--- config.mk ---
export PLATFORM = sky130hd
export DESIGN_NAME = call_seq_ctrl
export DESIGN_NICKNAME = d
export VERILOG_FILES = /design/src/rtl/pic_pkg.sv /design/src/rtl/ret_stack.sv /design/src/rtl/call_seq_ctrl.sv
export SDC_FILE = /design/constraint.sdc
export NUM_CORES = 1
export LEC_CHECK = 0
export ABC_AREA = 1
export ABC_CLOCK_PERIOD_IN_PS = 4570
export BUFFER_PORTS_ARGS = -buffer_cell sky130_fd_sc_hd__buf_2
export CAP_MARGIN = 5
export CORE_MARGIN = 3
export CORE_UTILIZATION = 34
export CTS_BUF_LIST = sky130_fd_sc_hd__clkbuf_16
export CTS_CLUSTER_DIAMETER = 30
export CTS_CLUSTER_SIZE = 8
export DETAILED_ROUTE_END_ITERATION = 12
export GPL_ROUTABILITY_DRIVEN = 0
export GPL_TIMING_DRIVEN = 0
export SLEW_MARGIN = 30
export SYNTH_ARGS = -nofsm -noshare
export SYNTH_HDL_FRONTEND = slang
export SYNTH_SLANG_ARGS = --single-unit
--- constraint.sdc ---
create_clock -name clk -period 4.57 [get_ports clk]
set_input_delay 0.914 -clock clk [delete_from_list [all_inputs] [get_ports clk]]
set_output_delay 0.914 -clock clk [all_outputs]
set_load 0.1 [all_outputs]
--- src/rtl/pic_pkg.sv ---
// rtl/pic_pkg.sv - shared FSM state type and default interrupt vector for the call sequencer
package pic_pkg;

    typedef enum logic {
        IDLE = 1'b0,
        EXEC = 1'b1
    } state_t;

    localparam logic [10:0] INT_VEC_DEFAULT = 11'h004;

endpackage

--- src/rtl/ret_stack.sv ---
// rtl/ret_stack.sv - DEPTH x AW circular return-address LIFO with sticky overflow/underflow flags
module ret_stack #(
    parameter int AW    = 11,
    parameter int DEPTH = 16,
    localparam int PW   = $clog2(DEPTH),
    localparam int CW   = PW + 1
) (
    input  logic          clk,
    input  logic          reset,
    input  logic          push,
    input  logic          pop,
    input  logic [AW-1:0] din,
    output logic [AW-1:0] top,
    output logic [CW-1:0] count,
    output logic          ovf,
    output logic          unf
);

    logic [AW-1:0] mem [DEPTH];
    logic [PW-1:0] ptr;

    // ptr names the next free slot, so the newest entry sits one below it
    assign top = mem[ptr - PW'(1)];

    // Storage is deliberately left out of reset; only the pointer defines emptiness
    always_ff @(posedge clk) begin
        if (push) begin
            mem[ptr] <= din;
        end
    end

    // Pointer always wraps; the count saturates and the flags record the wrap
    always_ff @(posedge clk) begin
        if (reset) begin
            ptr   <= '0;
            count <= '0;
            ovf   <= 1'b0;
            unf   <= 1'b0;
        end else if (push) begin
            ptr <= ptr + PW'(1);
            if (count == CW'(DEPTH)) begin
                ovf <= 1'b1;
            end else begin
                count <= count + CW'(1);
            end
        end else if (pop) begin
            ptr <= ptr - PW'(1);
            if (count == '0) begin
                unf <= 1'b1;
            end else begin
                count <= count - CW'(1);
            end
        end
    end

endmodule

--- src/rtl/call_seq_ctrl.sv ---
// rtl/call_seq_ctrl.sv - CALL/RETURN/interrupt PC sequencer; STACK_TRAP_EN redirects stack wraps to the reset vector
module call_seq_ctrl
    import pic_pkg::*;
#(
    parameter int            AW      = 11,
    parameter int            DEPTH   = 16,
    parameter logic [AW-1:0] INT_VEC = AW'(INT_VEC_DEFAULT)
) (
    input  logic                     clk,
    input  logic                     reset,
    input  logic                     call,
    input  logic                     ret,
    input  logic                     retfie,
    input  logic                     irq,
    input  logic [AW-1:0]            target,
    input  logic [AW-1:0]            pc_next,
    output logic                     pc_load,
    output logic [AW-1:0]            pc_load_val,
    output logic                     busy,
    output logic                     gie,
    output logic [$clog2(DEPTH):0]   depth,
    output logic                     ovf,
    output logic                     unf
);

    state_t        state;
    logic          idle;
    logic          do_call;
    logic          do_ret;
    logic          do_retfie;
    logic          do_int;
    logic          push;
    logic          pop;
    logic [AW-1:0] top;

    // Fixed acceptance priority; reset blocks acceptance so no stale push lands in storage
    assign idle      = (state == IDLE) && !reset;
    assign do_call   = idle && call;
    assign do_ret    = idle && !call && ret;
    assign do_retfie = idle && !call && !ret && retfie;
    assign do_int    = idle && !call && !ret && !retfie && irq && gie;
    assign push      = do_call || do_int;
    assign pop       = do_ret || do_retfie;

`ifdef STACK_TRAP_EN
    logic trap;
    assign trap = (push && depth == ($clog2(DEPTH)+1)'(DEPTH)) ||
                  (pop && depth == '0);
`endif

    ret_stack #(
        .AW    (AW),
        .DEPTH (DEPTH)
    ) u_ret_stack (
        .clk   (clk),
        .reset (reset),
        .push  (push),
        .pop   (pop),
        .din   (pc_next),
        .top   (top),
        .count (depth),
        .ovf   (ovf),
        .unf   (unf)
    );

    // Two-state sequencer: accept in IDLE, strobe the PC load for one EXEC cycle
    always_ff @(posedge clk) begin
        if (reset) begin
            state       <= IDLE;
            pc_load     <= 1'b0;
            busy        <= 1'b0;
            gie         <= 1'b0;
            pc_load_val <= '0;
        end else begin
            case (state)
                IDLE: begin
                    if (push || pop) begin
                        state   <= EXEC;
                        pc_load <= 1'b1;
                        busy    <= 1'b1;
                        if (do_call) begin
                            pc_load_val <= target;
                        end else if (do_int) begin
                            pc_load_val <= INT_VEC;
                            gie         <= 1'b0;
                        end else begin
                            pc_load_val <= top;
                            if (do_retfie) begin
                                gie <= 1'b1;
                            end
                        end
`ifdef STACK_TRAP_EN
                        if (trap) begin
                            pc_load_val <= '0;
                            gie         <= 1'b0;
                        end
`endif
                    end
                end
                EXEC: begin
                    state   <= IDLE;
                    pc_load <= 1'b0;
                    busy    <= 1'b0;
                end
                default: begin
                    state   <= IDLE;
                    pc_load <= 1'b0;
                    busy    <= 1'b0;
                end
            endcase
        end
    end

endmodule

# Word-level counts from Yosys, hierarchy flattened
# Memories as Yosys holds them, arrays and structs flattened.
# Index checks and enable logic that the tools add are counted.
[word_totals]
regBits = 25
ramBits = 176
input_bits = 28
out_inout_bits = 21
wordCells = 60
n_memories = 1
[op_classes]
add_sub_neg = 4
eq_ne = 4
mux = 16
bitwise = 3
n_reduce_logical = 24
[memory_table]
columns = ["name", "words", "word_bits", "read_ports", "rd_clocked_by_memory_dff", "wr", "line_no", "text"]
rows = [
  ["u_ret_stack.mem", 16, 11, 1, 0, 1, "ret_stack.sv:19", "logic [AW-1:0] mem [DEPTH];"],
]
[ops]
columns = ["op", "n"]
rows = [
  ["11-bit 2-to-1 mux", 2],
  ["5-bit 2-to-1 mux", 4],
  ["1-bit logical AND", 9],
  ["4-bit 2-to-1 mux", 2],
  ["1-bit 2-to-1 mux", 6],
  ["3-bit AND reduction", 2],
  ["5-bit by 1-bit adder with 5-bit output, second input constant", 1],
  ["5-bit == test, second input constant", 1],
  ["5-bit logical NOT", 1],
  ["5-bit by 1-bit subtractor with 5-bit output, second input constant", 1],
  ["4-bit by 1-bit adder with 4-bit output, second input constant", 1],
  ["1-bit logical NOT", 4],
  ["2-bit != test, second input constant", 2],
  ["1-bit case mux with 2 select lines", 2],
  ["2-bit AND reduction", 2],
  ["4-bit AND reduction", 1],
  ["2-bit nonzero test", 2],
  ["4-bit by 1-bit subtractor with 4-bit output, second input constant", 1],
  ["1-bit logical OR", 3],
  ["1-bit NOT", 3],
  ["2-bit by 1-bit != test with 1-bit output, second input constant", 1],
]

# Depth between registers and ports, before layout
[logic_depth]
depth_word = 11
depth_mapped = 19
ltp_nobuf = 17

# Cells and area by module
# From an unflattened synthesis, not the netlist that was laid out.
[unflattened]
hier_cells = 956
area_unflattened_um2 = 9140.0
[modules_own_cells]
columns = ["mod", "n_inst", "cells_per_inst", "area_each_um2", "seq_area_each_um2"]
rows = [
  ["ret_stack", 1, 846, 8385.5, 5505.3],
  ["call_seq_ctrl", 1, 110, 754.5, 280.3],
]

# Worst setup path after synthesis
# No wires, ideal clock.
[synth_path]
path_type = "in2reg"
startpoint = "in reset"
endpoint = "reg u_ret_stack.count[4]"
setup_time_ns = 0.109
arrival_ns = 2.537
required_time_ns = 4.461
slack_ns = 1.924
stages = 17
path_buffers = 3
path_cell_list = "buf_6 > inv_6 > nand2_4 > nor2_4 > nand2_4 > nand2_4 > buf_12 > inv_2 > buf_4 > ha_1 > inv_1 > o21ai_0 > inv_1 > nand3_1 > nand3_1 > nand2_1 > inv_1"
[synth_between]
elab_chain_cells = 10
word_cells_on_any_way = 17
classes_between = "eq/ne (2); mux (1); reduce/logical (14)"
[synth_rtl]
columns = ["element", "line_no", "text"]
rows = [
  ["from (decl)", "call_seq_ctrl.sv:10", "input logic reset,"],
  ["1-bit logical NOT", "call_seq_ctrl.sv:37", "assign idle = (state == IDLE) && !reset;"],
  ["1-bit logical AND", "call_seq_ctrl.sv:37", ""],
  ["1-bit logical AND", "call_seq_ctrl.sv:39, call_seq_ctrl.sv:40, call_seq_ctrl.sv:41", ""],
  ["1-bit logical AND", "call_seq_ctrl.sv:40, call_seq_ctrl.sv:41", ""],
  ["1-bit logical AND (3 in series)", "call_seq_ctrl.sv:41", "assign do_int = idle && !call && !ret && !retfie && irq && gie;"],
  ["1-bit logical OR", "call_seq_ctrl.sv:42", "assign push = do_call || do_int;"],
  ["2-bit != test (no line) / 2-bit nonzero test (equally long branches)", "n/a", ""],
  ["3-bit AND reduction (no line)", "n/a", ""],
  ["to (signal assigned)", "ret_stack.sv:44", "count <= count + CW'(1);"],
  ["to (signal assigned)", "ret_stack.sv:51", "count <= count - CW'(1);"],
  ["to (decl)", "ret_stack.sv:14", "output logic [CW-1:0] count,"],
]
# Parallel ways exist; a longest one is shown, timed or not.
# A chain may end at the register's enable or synchronous reset.

# Final worst setup path
[layout_path]
startpoint = "reg u_ret_stack.ptr[0]"
endpoint = "reg pc_load_val[6]"
[layout_between]
elab_chain_cells = 4
[layout_rtl]
columns = ["element", "line_no", "text"]
rows = [
  ["from (decl)", "ret_stack.sv:20", "logic [PW-1:0] ptr;"],
  ["from (signal assigned)", "ret_stack.sv:40", "ptr <= ptr + PW'(1);"],
  ["from (signal assigned)", "ret_stack.sv:47", "ptr <= ptr - PW'(1);"],
  ["4-bit by 1-bit subtractor with 4-bit output", "ret_stack.sv:23", "assign top = mem[ptr - PW'(1)];"],
  ["memory 16 x 11 bit", "n/a", ""],
  ["11-bit 2-to-1 mux", "call_seq_ctrl.sv:83", "end else if (do_int) begin"],
  ["11-bit 2-to-1 mux", "call_seq_ctrl.sv:81", "if (do_call) begin"],
  ["to (signal assigned)", "call_seq_ctrl.sv:82", "pc_load_val <= target;"],
  ["to (signal assigned)", "call_seq_ctrl.sv:87", "pc_load_val <= top;"],
  ["to (decl)", "call_seq_ctrl.sv:18", "output logic [AW-1:0] pc_load_val,"],
]
# Every way passes these cells.

==> impl_metrics.csv <==
group,metric,value,unit
placed_design,dp_hpwl,14100,um
timing,fin_hold_ws,0.458,ns
route,remaining_drc_errors,0,
worst_setup_path,cp_max_fo,12,
worst_setup_path,worstPathArrival,3.55,ns
timing,tightest_slew,0.808,ns
floorplan,design.die.area,26900,sq um
timing,hold_violations,0,
timing,max_freq,321,MHz
worst_setup_path,r2r-end,"pc_load_val[6]",
synth,synth_nets,779,
floorplan,die_h,164,um
global_route,grt_pass1_wl,34000,um
global_route,antenna_found_initial,0,
power_and_ir_drop,vdd_ir_drop_max,0.332,mV
worst_setup_path,required,5.01,ns
timing,slew_headroom,46.1,%
placed_design,io_buffers,47,
cts,post_cts_buffers,0,
cells_and_area,fin_nets,868,
route,routed_wl,22600,um
route,vias,6034,
global_route,grt_overflow,0,
cells_and_area,final_common_cell,"nand2_1",
cts,path_clk_slew,0.04,ns
timing,tns,0,ns
timing,fin_crit_sh,68.1,%
cells_and_area,area_delta_synth_final,23.1,%
worst_setup_path,crit_path_end,"pc_load_val[6]",
timing,setup_slack,1.46,ns
cts,cts_hold_buffers,0,
route,wl_per_cell,19.1,um
timing,rsz0062_at_grt,"false",
worst_setup_path,r2r_slack,1.46,ns
route,dr.pass1.iters,5,
worst_setup_path,critPathCaptureType,"flip-flop",
worst_setup_path,rr_worst_depth,13,
status,status,"complete, no violations",
synth,synth_cells,744,
floorplan,coreArea,24500,sq um
cts,cts_tree,"yes",
floorplan,start_util,34.7,%
route,detail-route-antenna-nets,0,
route,vias_per_cell,5.09,
timing,skew,0.0133,ns
cts,clk_latency,0.51,ns
power_and_ir_drop,p_leak,0.00400,uW
cells_and_area,final_cell_mix,"177 x nand2_1, 176 x edfxtp_1, 83 x a21oi_1",
floorplan,core.rowCount,57,
synth,synth_cell_types,34,
global_route,grt_pass1_vias,5786,
cts,cts_buffers,40,
placed_design,place_ws,1.51,ns
global_route,grtUsageTotal,16.8,%
synth,synth_area_leaders,"edfxtp_1 62%, nand2_1 7.8%, dfxtp_1 5.9%, a21oi_1 4.9%, nand3_1 4.1%",
power_and_ir_drop,power_density,560,nW/um^2
global_route,grt_max_degree,17,
cts,htreeDepth,2,
flow_run,drv_cap,0,
cts,clk_path_buf_depth,3,
cts,cts_resized,0,
route,drt-initial-drc-count,578,
timing,setup_viol,0,
timing,slew_viol_final,0,
synth,netlist_area,8490,sq um
worst_setup_path,reg2reg_from,"u_ret_stack.ptr[0]",
timing,period_minus_slack,3.11,ns
synth,avgSynthCellArea,11.4,sq um
synth,yosysWarnings,0,
floorplan,die_x,164,um
cells_and_area,drive_gt1_share,20.8,%
synth,ys_seq_elements,201,
cts,clock-root-buffer,"clkbuf_16",
worst_setup_path,start_kind,"flip-flop",
hold_path,hold_path.class,"reg2reg",
synth,yosysTopAreaCell,"edfxtp_1",
cts,numClockSinks,201,
synth,yosysSeqAreaShare,68.1,%
worst_setup_path,crit_type,"reg2reg",
worst_setup_path,startpoint,"u_ret_stack.ptr[0]",
synth,yosysTopAreaCellShare,62.2,%
cells_and_area,diodes,0,
floorplan,io_pins,49,
-- routing by layer --
layer  vias up  wire [um]  track usage, %
li1       2823          -               -
met1      2932      10200            24.0
met2       234      10000            25.6
met3        45       1710            3.61
met4         0        639            5.84
met5         -          0               0
-- critical path, stage by stage (launching register included) --
cell	delay (ns)
dfxtp_1	0.36
buf_2	0.24
inv_2	0.07
buf_4	0.18
buf_2	0.22
ha_1	0.31
clkbuf_1	0.26
clkbuf_1	0.47
a21oi_1	0.10
a22oi_1	0.36
nand2_1	0.09
nand3_1	0.08
nand3_1	0.16
a21oi_2	0.14
-- final cells by class --
type	count	area, sq um
repair buffers	47	235
clock buffers	41	1030
multi-input cells	459	2330
clock inverters	29	251
inverters	41	159
plain buffers	43	256
well taps	324	405
fillers	2267	14000
flip-flops and latches	201	5790
-- metrics by stage --
stage                     total power, uW  util, %  instance area, sq um  instances
after floorplan                      2840        -                  8490        744
after global placement               3120     37.3                  9130       1115
after detailed placement             3130     37.5                  9170       1115
final                                5850     42.7                 10500       1185
after global routing                 6060     42.7                 10500       1185
after CTS                            5870     42.7                 10500       1185
-- flip-flops by register name, summed over array words and instances, names as in the netlist --
name and count:
gie 1, u_ret_stack.count 5, state 1, u_ret_stack.ovf 1
busy 1, u_ret_stack.mem 176, u_ret_stack.ptr 4, pc_load_val 11
u_ret_stack.unf 1
-- power breakdown --
part           total, uW  internal [uW]  switching (uW)  leakage [uW]
Combinational       1030            250             775       0.00157
Sequential          2090           2050            36.0       0.00179
Clock               2740           1840             905      0.000640
-- synth_stat cells --
cell,number
a21oi_1,83
a21oi_2,7
a21oi_4,1
a22oi_1,32
a31oi_1,3
buf_1,1
buf_12,1
buf_2,18
buf_4,11
buf_6,2
clkbuf_1,10
clkinv_1,1
dfxtp_1,25
edfxtp_1,176
ha_1,7
inv_1,34
inv_2,5
inv_6,1
nand2_1,177
nand2_2,3
nand2_4,5
nand3_1,70
nand3_2,2
nand3b_1,1
nand4_1,1
nor2_1,39
nor2_4,2
nor3_1,1
o211ai_1,4
o21ai_0,17
o21ai_2,1
o22ai_1,1
xnor2_1,1
xor2_2,1
-- logic make-up after synthesis --
| logic type | count (synthesis) | share of synthesized area (%) |
|---|---|---|
| adder cells (fa/ha/maj) | 7 | 1.03 |
| buffers and inverters | 84 | 4.89 |
| AND/OR/NAND/NOR | 301 | 15.3 |
| XOR/XNOR | 2 | 0.295 |
| AO/OA/AOI/OAI | 149 | 10.4 |
| flip-flops | 201 | 68.1 |
-- worst min-delay path by stage --
stage	from	to	slack (ns)	cells after the start
2_1_floorplan	u_ret_stack.ptr[1]	u_ret_stack.ptr[1]	0.55	2
3_3_place_gp	u_ret_stack.unf	u_ret_stack.unf	0.45	2
3_5_place_dp	u_ret_stack.ovf	u_ret_stack.ovf	0.45	2
4_1_cts	u_ret_stack.ovf	u_ret_stack.ovf	0.46	2
5_1_grt	busy	busy	0.51	2
6_report	u_ret_stack.ovf	u_ret_stack.ovf	0.46	2
Note: power is estimated with default switching activity, not from simulation.
